`config.mk`:
```
export PLATFORM = sky130hd
export DESIGN_NAME = frame_mode_sequencer
export DESIGN_NICKNAME = d
export VERILOG_FILES = /design/src/rtl/frame_mode_sequencer.sv
export SDC_FILE = /design/constraint.sdc
export NUM_CORES = 1
export LEC_CHECK = 0
export CELL_PAD_IN_SITES_DETAIL_PLACEMENT = 0
export CELL_PAD_IN_SITES_GLOBAL_PLACEMENT = 2
export CORE_ASPECT_RATIO = 1.75
export CORE_UTILIZATION = 38
export DETAILED_ROUTE_END_ITERATION = 6
export HOLD_SLACK_MARGIN = 0.1
export PLACE_DENSITY = 0.91
export SETUP_SLACK_MARGIN = 0.3
export SYNTH_ARGS = -nofsm -noshare
export SYNTH_HDL_FRONTEND = slang
export SYNTH_SLANG_ARGS = --single-unit
```
`constraint.sdc`:
```
create_clock -name clk_10M -period 4.7 [get_ports clk_10M]
set_clock_uncertainty 0.1 [all_clocks]
set_input_delay 0.94 -clock clk_10M [delete_from_list [all_inputs] [get_ports clk_10M]]
set_output_delay 0.94 -clock clk_10M [all_outputs]
set_load 0.02 [all_outputs]
```
`src/rtl/frame_mode_sequencer.sv`:
```
// Frame-boundary mode controller: debounces the DIP mode switches, commits a new mode only
// between image-buffer frames, gates frame starts while it settles, and supervises frames.
module frame_mode_sequencer #(
  parameter int STABLE_CYCLES  = 1000,
  parameter int SETTLE_CYCLES  = 16,
  parameter int TIMEOUT_CYCLES = 2000000
) (
  input  logic       clk_10M,
  input  logic       reset,
  input  logic [2:0] dip_async,
  input  logic       bg_start,
  input  logic       bg_start_ack,
  input  logic       bg_done,
  output logic       start_enable,
  output logic       mode_scroll,
  output logic       mode_vga_enable,
  output logic       mode_filter,
  output logic       mode_pending,
  output logic       frame_active,
  output logic [7:0] frame_count,
  output logic [7:0] timeout_count,
  output logic       timeout_flag
);

  localparam int SW = $clog2(STABLE_CYCLES + 1);
  localparam int CW = $clog2(SETTLE_CYCLES + 1);
  localparam int WW = $clog2(TIMEOUT_CYCLES + 1);
  localparam logic [SW-1:0] STAB_LAST   = SW'(STABLE_CYCLES - 1);
  localparam logic [CW-1:0] SETTLE_LOAD = CW'(SETTLE_CYCLES - 1);
  localparam logic [WW-1:0] WD_LAST     = WW'(TIMEOUT_CYCLES - 1);

  typedef enum logic [1:0] {
    ST_IDLE  = 2'd0,
    ST_FRAME = 2'd1,
    ST_APPLY = 2'd2
  } state_t;

  state_t        r_state;
  logic [2:0]    r_sync1;
  logic [2:0]    r_sync2;
  logic [2:0]    r_dip_db;
  logic [SW-1:0] r_stab_cnt;
  logic [CW-1:0] r_settle;
  logic [WW-1:0] r_wd;
  logic          r_fs_prev;
  logic          r_fd_prev;

  logic       w_start_lvl;
  logic       w_fs;
  logic       w_fd;
  logic [2:0] w_mode;
  logic       w_wd_expired;
  logic       w_frame_end;
  logic       w_enter_apply;

  assign w_start_lvl  = bg_start & bg_start_ack;
  assign w_fs         = w_start_lvl & ~r_fs_prev;
  assign w_fd         = bg_done & ~r_fd_prev;
  assign w_mode       = {mode_filter, mode_vga_enable, mode_scroll};
  assign w_wd_expired = (r_wd == WD_LAST);
  assign w_frame_end  = (r_state == ST_FRAME) && (w_fd || w_wd_expired);
  // fs beats a pending commit in IDLE; a frame end with a pending change goes straight to APPLY
  assign w_enter_apply = mode_pending && (((r_state == ST_IDLE) && !w_fs) || w_frame_end);

  // DIP synchronizer and stability counter; the counter clears on the edge the synced value moves
  always_ff @(posedge clk_10M) begin
    if (reset) begin
      r_sync1    <= 3'b000;
      r_sync2    <= 3'b000;
      r_dip_db   <= 3'b000;
      r_stab_cnt <= '0;
    end else begin
      r_sync1 <= dip_async;
      r_sync2 <= r_sync1;
      if (r_sync1 != r_sync2) begin
        r_stab_cnt <= '0;
      end else if (r_stab_cnt == STAB_LAST) begin
        r_dip_db <= r_sync2;
      end else begin
        r_stab_cnt <= r_stab_cnt + SW'(1);
      end
    end
  end

  // Frame/mode FSM with all status outputs registered
  always_ff @(posedge clk_10M) begin
    if (reset) begin
      r_state         <= ST_IDLE;
      r_settle        <= '0;
      r_wd            <= '0;
      r_fs_prev       <= 1'b0;
      r_fd_prev       <= 1'b0;
      mode_scroll     <= 1'b0;
      mode_vga_enable <= 1'b0;
      mode_filter     <= 1'b0;
      mode_pending    <= 1'b0;
      start_enable    <= 1'b1;
      frame_active    <= 1'b0;
      frame_count     <= 8'd0;
      timeout_count   <= 8'd0;
      timeout_flag    <= 1'b0;
    end else begin
      r_fs_prev    <= w_start_lvl;
      r_fd_prev    <= bg_done;
      mode_pending <= (r_dip_db != w_mode);
      case (r_state)
        ST_IDLE: begin
          if (w_fs) begin
            r_state      <= ST_FRAME;
            frame_active <= 1'b1;
            r_wd         <= '0;
            timeout_flag <= 1'b0;
          end else begin
            r_state <= ST_IDLE;
          end
        end
        ST_FRAME: begin
          if (w_fd) begin
            frame_count  <= frame_count + 8'd1;
            frame_active <= 1'b0;
            r_state      <= ST_IDLE;
          end else if (w_wd_expired) begin
            timeout_flag <= 1'b1;
            if (timeout_count != 8'hFF) begin
              timeout_count <= timeout_count + 8'd1;
            end
            frame_active <= 1'b0;
            r_state      <= ST_IDLE;
          end else begin
            r_wd <= r_wd + WW'(1);
          end
        end
        ST_APPLY: begin
          if (r_settle == '0) begin
            r_state      <= ST_IDLE;
            start_enable <= 1'b1;
          end else begin
            r_settle <= r_settle - CW'(1);
          end
        end
        default: begin
          r_state      <= ST_IDLE;
          start_enable <= 1'b1;
          frame_active <= 1'b0;
        end
      endcase
      // APPLY entry overrides the IDLE fallback chosen above
      if (w_enter_apply) begin
        r_state                                     <= ST_APPLY;
        {mode_filter, mode_vga_enable, mode_scroll} <= r_dip_db;
        r_settle                                    <= SETTLE_LOAD;
        start_enable                                <= 1'b0;
      end
    end
  end

endmodule
```
* After elaboration in Yosys (flattened, before gate mapping)
Index checks and enable logic that the tools add are counted.
Word-level totals: input port bits 8, register bits after elaboration 72, logic and storage cells 99, output and inout bits 23
Cells by class: equal/unequal tests 17, reductions and logical operators 24, mux-type cells 24, add/subtract/negate cells 5, bitwise gates (word level) 9
Operator list (count):
- $mux 21 | 3
- $pmux 21 s2 | 1
- $add 21x1->21 const B | 1
- $eq 21x21->1 const B | 1
- $add 8x1->8 const B | 2
- $reduce_and 2->1 | 7
- $mux 4 | 3
- $ne 2x2->1 const B | 6
- $reduce_and 4->1 | 3
- $add 10x1->10 const B | 1
- $eq 10x10->1 const B | 1
- $mux 1 | 9
- $mux 2 | 4
- $ne 8x8->1 const B | 1
- $ne 3x3->1 | 2
- $ne 3x3->1 const B | 2
- $not 1->1 | 6
- $pmux 2 s3 | 1
- $reduce_or 2->1 | 3
- $logic_not 5->1 | 1
- $sub 5x1->5 const B | 1
- $ne 4x4->1 const B | 1
- $pmux 1 s2 | 2
- $reduce_bool 2->1 | 2
- 10 further kinds | 15

* Longest topological paths before layout
depth after elaboration 8, depth in mapped cells 7, mapped depth without buffers 7

* Worst setup path after synthesis
No wires, ideal clock.
path kind input to register, start input bg_done, end register r_wd[19], setup slack 2.319 ns, required time 4.526 ns, buffers on the path 0, arrival 2.207 ns, cell stages on the path 5, library setup time 0.074 ns, cell sequence and2b_2 -> nor4_2 -> nand2_1 -> or4_1 -> o21ai_0
Between the ends: cells in the longest elaborated chain, start to end 3
Ends and longest elaborated chain:
- from (decl) | line 13 | input logic bg_done,
- $and 1x1->1 | line 58 | assign w_fd = bg_done & ~r_fd_prev;
- $ne 2x2->1 (no source line)
- $reduce_and 4->1 (no source line)
- to (signal assigned) | line 130 | r_wd <= r_wd + WW'(1);
- to (decl) | line 44 | logic [WW-1:0] r_wd;
Every way passes these cells. A chain may end at the register's enable or synchronous reset.

* Worst setup path in the final report
Ends and elaborated chain as after synthesis.

==> flow_summary.yaml <==
sta:
  fmax_mhz: 356
  finalSetupViolCount: 0
  drv_slew: 0
  fin_crit_sh: 0.598
  worstMarginPinSlew_ns: 0.752
  slew_headroom: 0.486
  setup_tns_ns: 0
  fin_crit_ns: 2.81
  grt_setup_unrepaired: "false"
  hold_viol_final: 0
  fin_ws_ns: 1.89
  whs_ns: 0.369
floorplan:
  initial_core_util: 0.393
  dieHeight_um: 125
  die-area_mm2: 0.00900
  ioPinCount: 31
  dieWidth_um: 72.1
  num_rows: 44
  core_area_mm2: 0.00831
pwr:
  pwr-share-seq: 0.471
  p_switching_uw: 282
  leakagePower_uw: 0.00143
  power.density_mw_per_mm2: 335
  power.share.clock: 0.493
  p_int_uw: 1040
  power_frac_comb: 0.036
  total_power_uw: 1320
  max-vdd-ir-drop_v: 0.000278
  swShare: 0.214
clocking:
  cts_buffers: 9
  clkTransAtPathRegs_ns: 0.05
  cts-resized-gates: 0
  clk_latency_ns: 0.33
  htreeDepth: 3
  root_buffer: "clkbuf_16"
  post_cts_buffers: 0
  cts_tree: "built"
  cts_hold_buf: 0
  clkSinkCount: 72
  clock_path_buffers: 2
grt:
  grt_use_total: 0.177
  grt_max_degree: 40
  grt_pass1_vias: 2704
  antenna_found_initial: 0
  grt_pass1_wl_um: 12500
  grt-ovfl-total: 0
worst_setup_path:
  path_class: "primary input to flop"
  crit_buf_inv: 1
  critPathLaunchType: "primary input"
  path_delay_family: "simple AND/OR/NAND/NOR gates"
  slowest_delay_ns: 0.66
  required_ns: 4.86
  crit_slowest_cell: "nor4_2"
  crit_path_end_kind: "flop"
  path_cells: "clkdlybuf4s50_1 -> and2b_2 -> nor4_2 -> nand2_1 -> or4_1 -> o21ai_0"
  arrival_ns: 2.97
  critical_path.max_fanout: 7
layout:
  diodes: 0
  areaGrowthSynthToFinish_pct: 20.7
  nNetsFinal: 399
  drive_above_1_share: 0.0848
  utilization: 0.475
logic_synthesis:
  synth_top_family_by_area: "simple AND/OR/NAND/NOR gates"
  synth.most_common_cell: "dfxtp_1"
  synth_compound_area_frac: 0.104
  synth-edff-count: 0
  ys_ff_latch: 72
  synthTopCellsByCount: "72 x dfxtp_1, 45 x nor2_1, 23 x xor2_1"
  ys_types: 54
  syn_nets: 366
  yosys_warnings: 0
  yosys.area.top_type: "dfxtp_1"
  synth_fa_ha_area_frac: 0.0191
  synth_top_area_frac: 0.441
  yosysSeqAreaShare: 0.441
  syn_inst: 353
  async_reset_ff_frac: 0
  muxShareOfSynthArea: 0.0306
  synth-main-ff-cell: "dfxtp_1"
  synth-xor-area-share: 0.0937
  synthSimpleGateAreaFrac: 0.288
  syn_area_per_cell_um2: 9.27
  synth_area_mm2: 0.00327
  ys_top_cells_by_area: "dfxtp_1 44%, xor2_1 6.2%, nor2_1 5.2%"
placed_design:
  place.port_buffers: 30
  place_congestion: 0.798
  dp_hpwl_um: 5150
  post-place-ws_ns: 1.57
route:
  firstDrtPassIters: 4
  drtIter0Drc: 137
  vias: 2630
  wl_per_cell_um: 14.2
  postRouteAntennaNets: 0
  drcViolationCount: 0
  wl_um: 7160
  vias_per_cell: 5.22
run:
  drv_cap: 0
hold_path:
  min_path_type: "flop to flop"
run_status:
  outcome: "complete, no violations"
per-layer routing:
layer,part of all wire,vias up,track usage,wire (um)
met5,0,-,0,0
met4,0.025,0,0.0830,181
met3,0.025,11,0.0324,176
met2,0.54,35,0.316,3850
met1,0.41,1242,0.195,2950
li1,-,1342,-,-
worst paths after layout:
path	depth (start not counted)	slack, ns	endpoint	from
max	6	1.89	r_wd[19]	bg_done
min	2	0.37	r_settle[4]	r_settle[4]
max reg2reg	4	2.50	r_wd[1]	r_wd[12]
min reg2reg	2	0.37	r_settle[4]	r_settle[4]
cell usage in the layout (no fill, tap or decap), types with 3 or more instances in the layout:
master	count
dfxtp_1	72
inv_1	5
nor4bb_1	3
o31ai_1	8
clkbuf_16	9
o211ai_1	3
mux2i_1	10
or4_1	6
nor2b_1	9
and3_1	9
nand4_1	13
a21oi_1	15
o21ai_0	15
nand2_1	20
nand3_1	21
or3_1	4
ha_1	5
nor3_1	5
a211oi_1	3
a31oi_1	3
xor2_1	23
clkdlybuf4s50_1	30
nor2_1	45
xnor2_1	12
and4_1	3
or2_2	3
flip-flops by register name, summed over array words and instances, names as in the netlist, 2 cells and up:
signal,flops
frame_count,8
r_stab_cnt,10
r_state,2
r_sync1,3
r_wd,21
r_dip_db,3
r_sync2,3
timeout_count,8
r_settle,5
worst reg2reg max path, stage by stage (launching register included):
cell and delay [ns]:
dfxtp_1 0.35, nor4b_2 0.43, nand4_1 0.34, o21ai_0 0.61, o21ai_0 0.21
per-stage QoR:
step | cell area [um2] | std cells
final | 3950 | 504
after global routing | 3950 | 504
after global placement | 3670 | 490
after floorplan | 3270 | 353
after detailed placement | 3670 | 490
after CTS | 3950 | 504
cell families (layout without fill, tap and decap cells):
logic type                 Yosys count  in the layout
and+or+nand+nor                    162            162
DFF                                 72             72
AOI/OAI and AO/OA                   54             54
xor gates and xnor gates            35             35
buffers and inverters               15             51
muxes                               10             10
adders and majority gates            5              5
power groups by stage:
stage                     Combinational (uW)  Sequential [uW]  Clock, uW
after detailed placement                48.2              636          0
after global routing                    52.9              623        686
after floorplan                         31.1              635          0
after CTS                               48.3              623        665
final                                   47.0              623        652
after global placement                  47.7              636          0
layout make-up:
class                           count  area, um2
Fill cell                         831       4370
Multi-Input combinational cell    266       1750
Sequential cell                    72       1440
Timing Repair Buffer               32        315
Clock buffer                       10        229
Tap cell                          115        144
Clock inverter                      4       47.5
Inverter                            5       18.8
No activity file was read; power rests on OpenSTA's default activity.
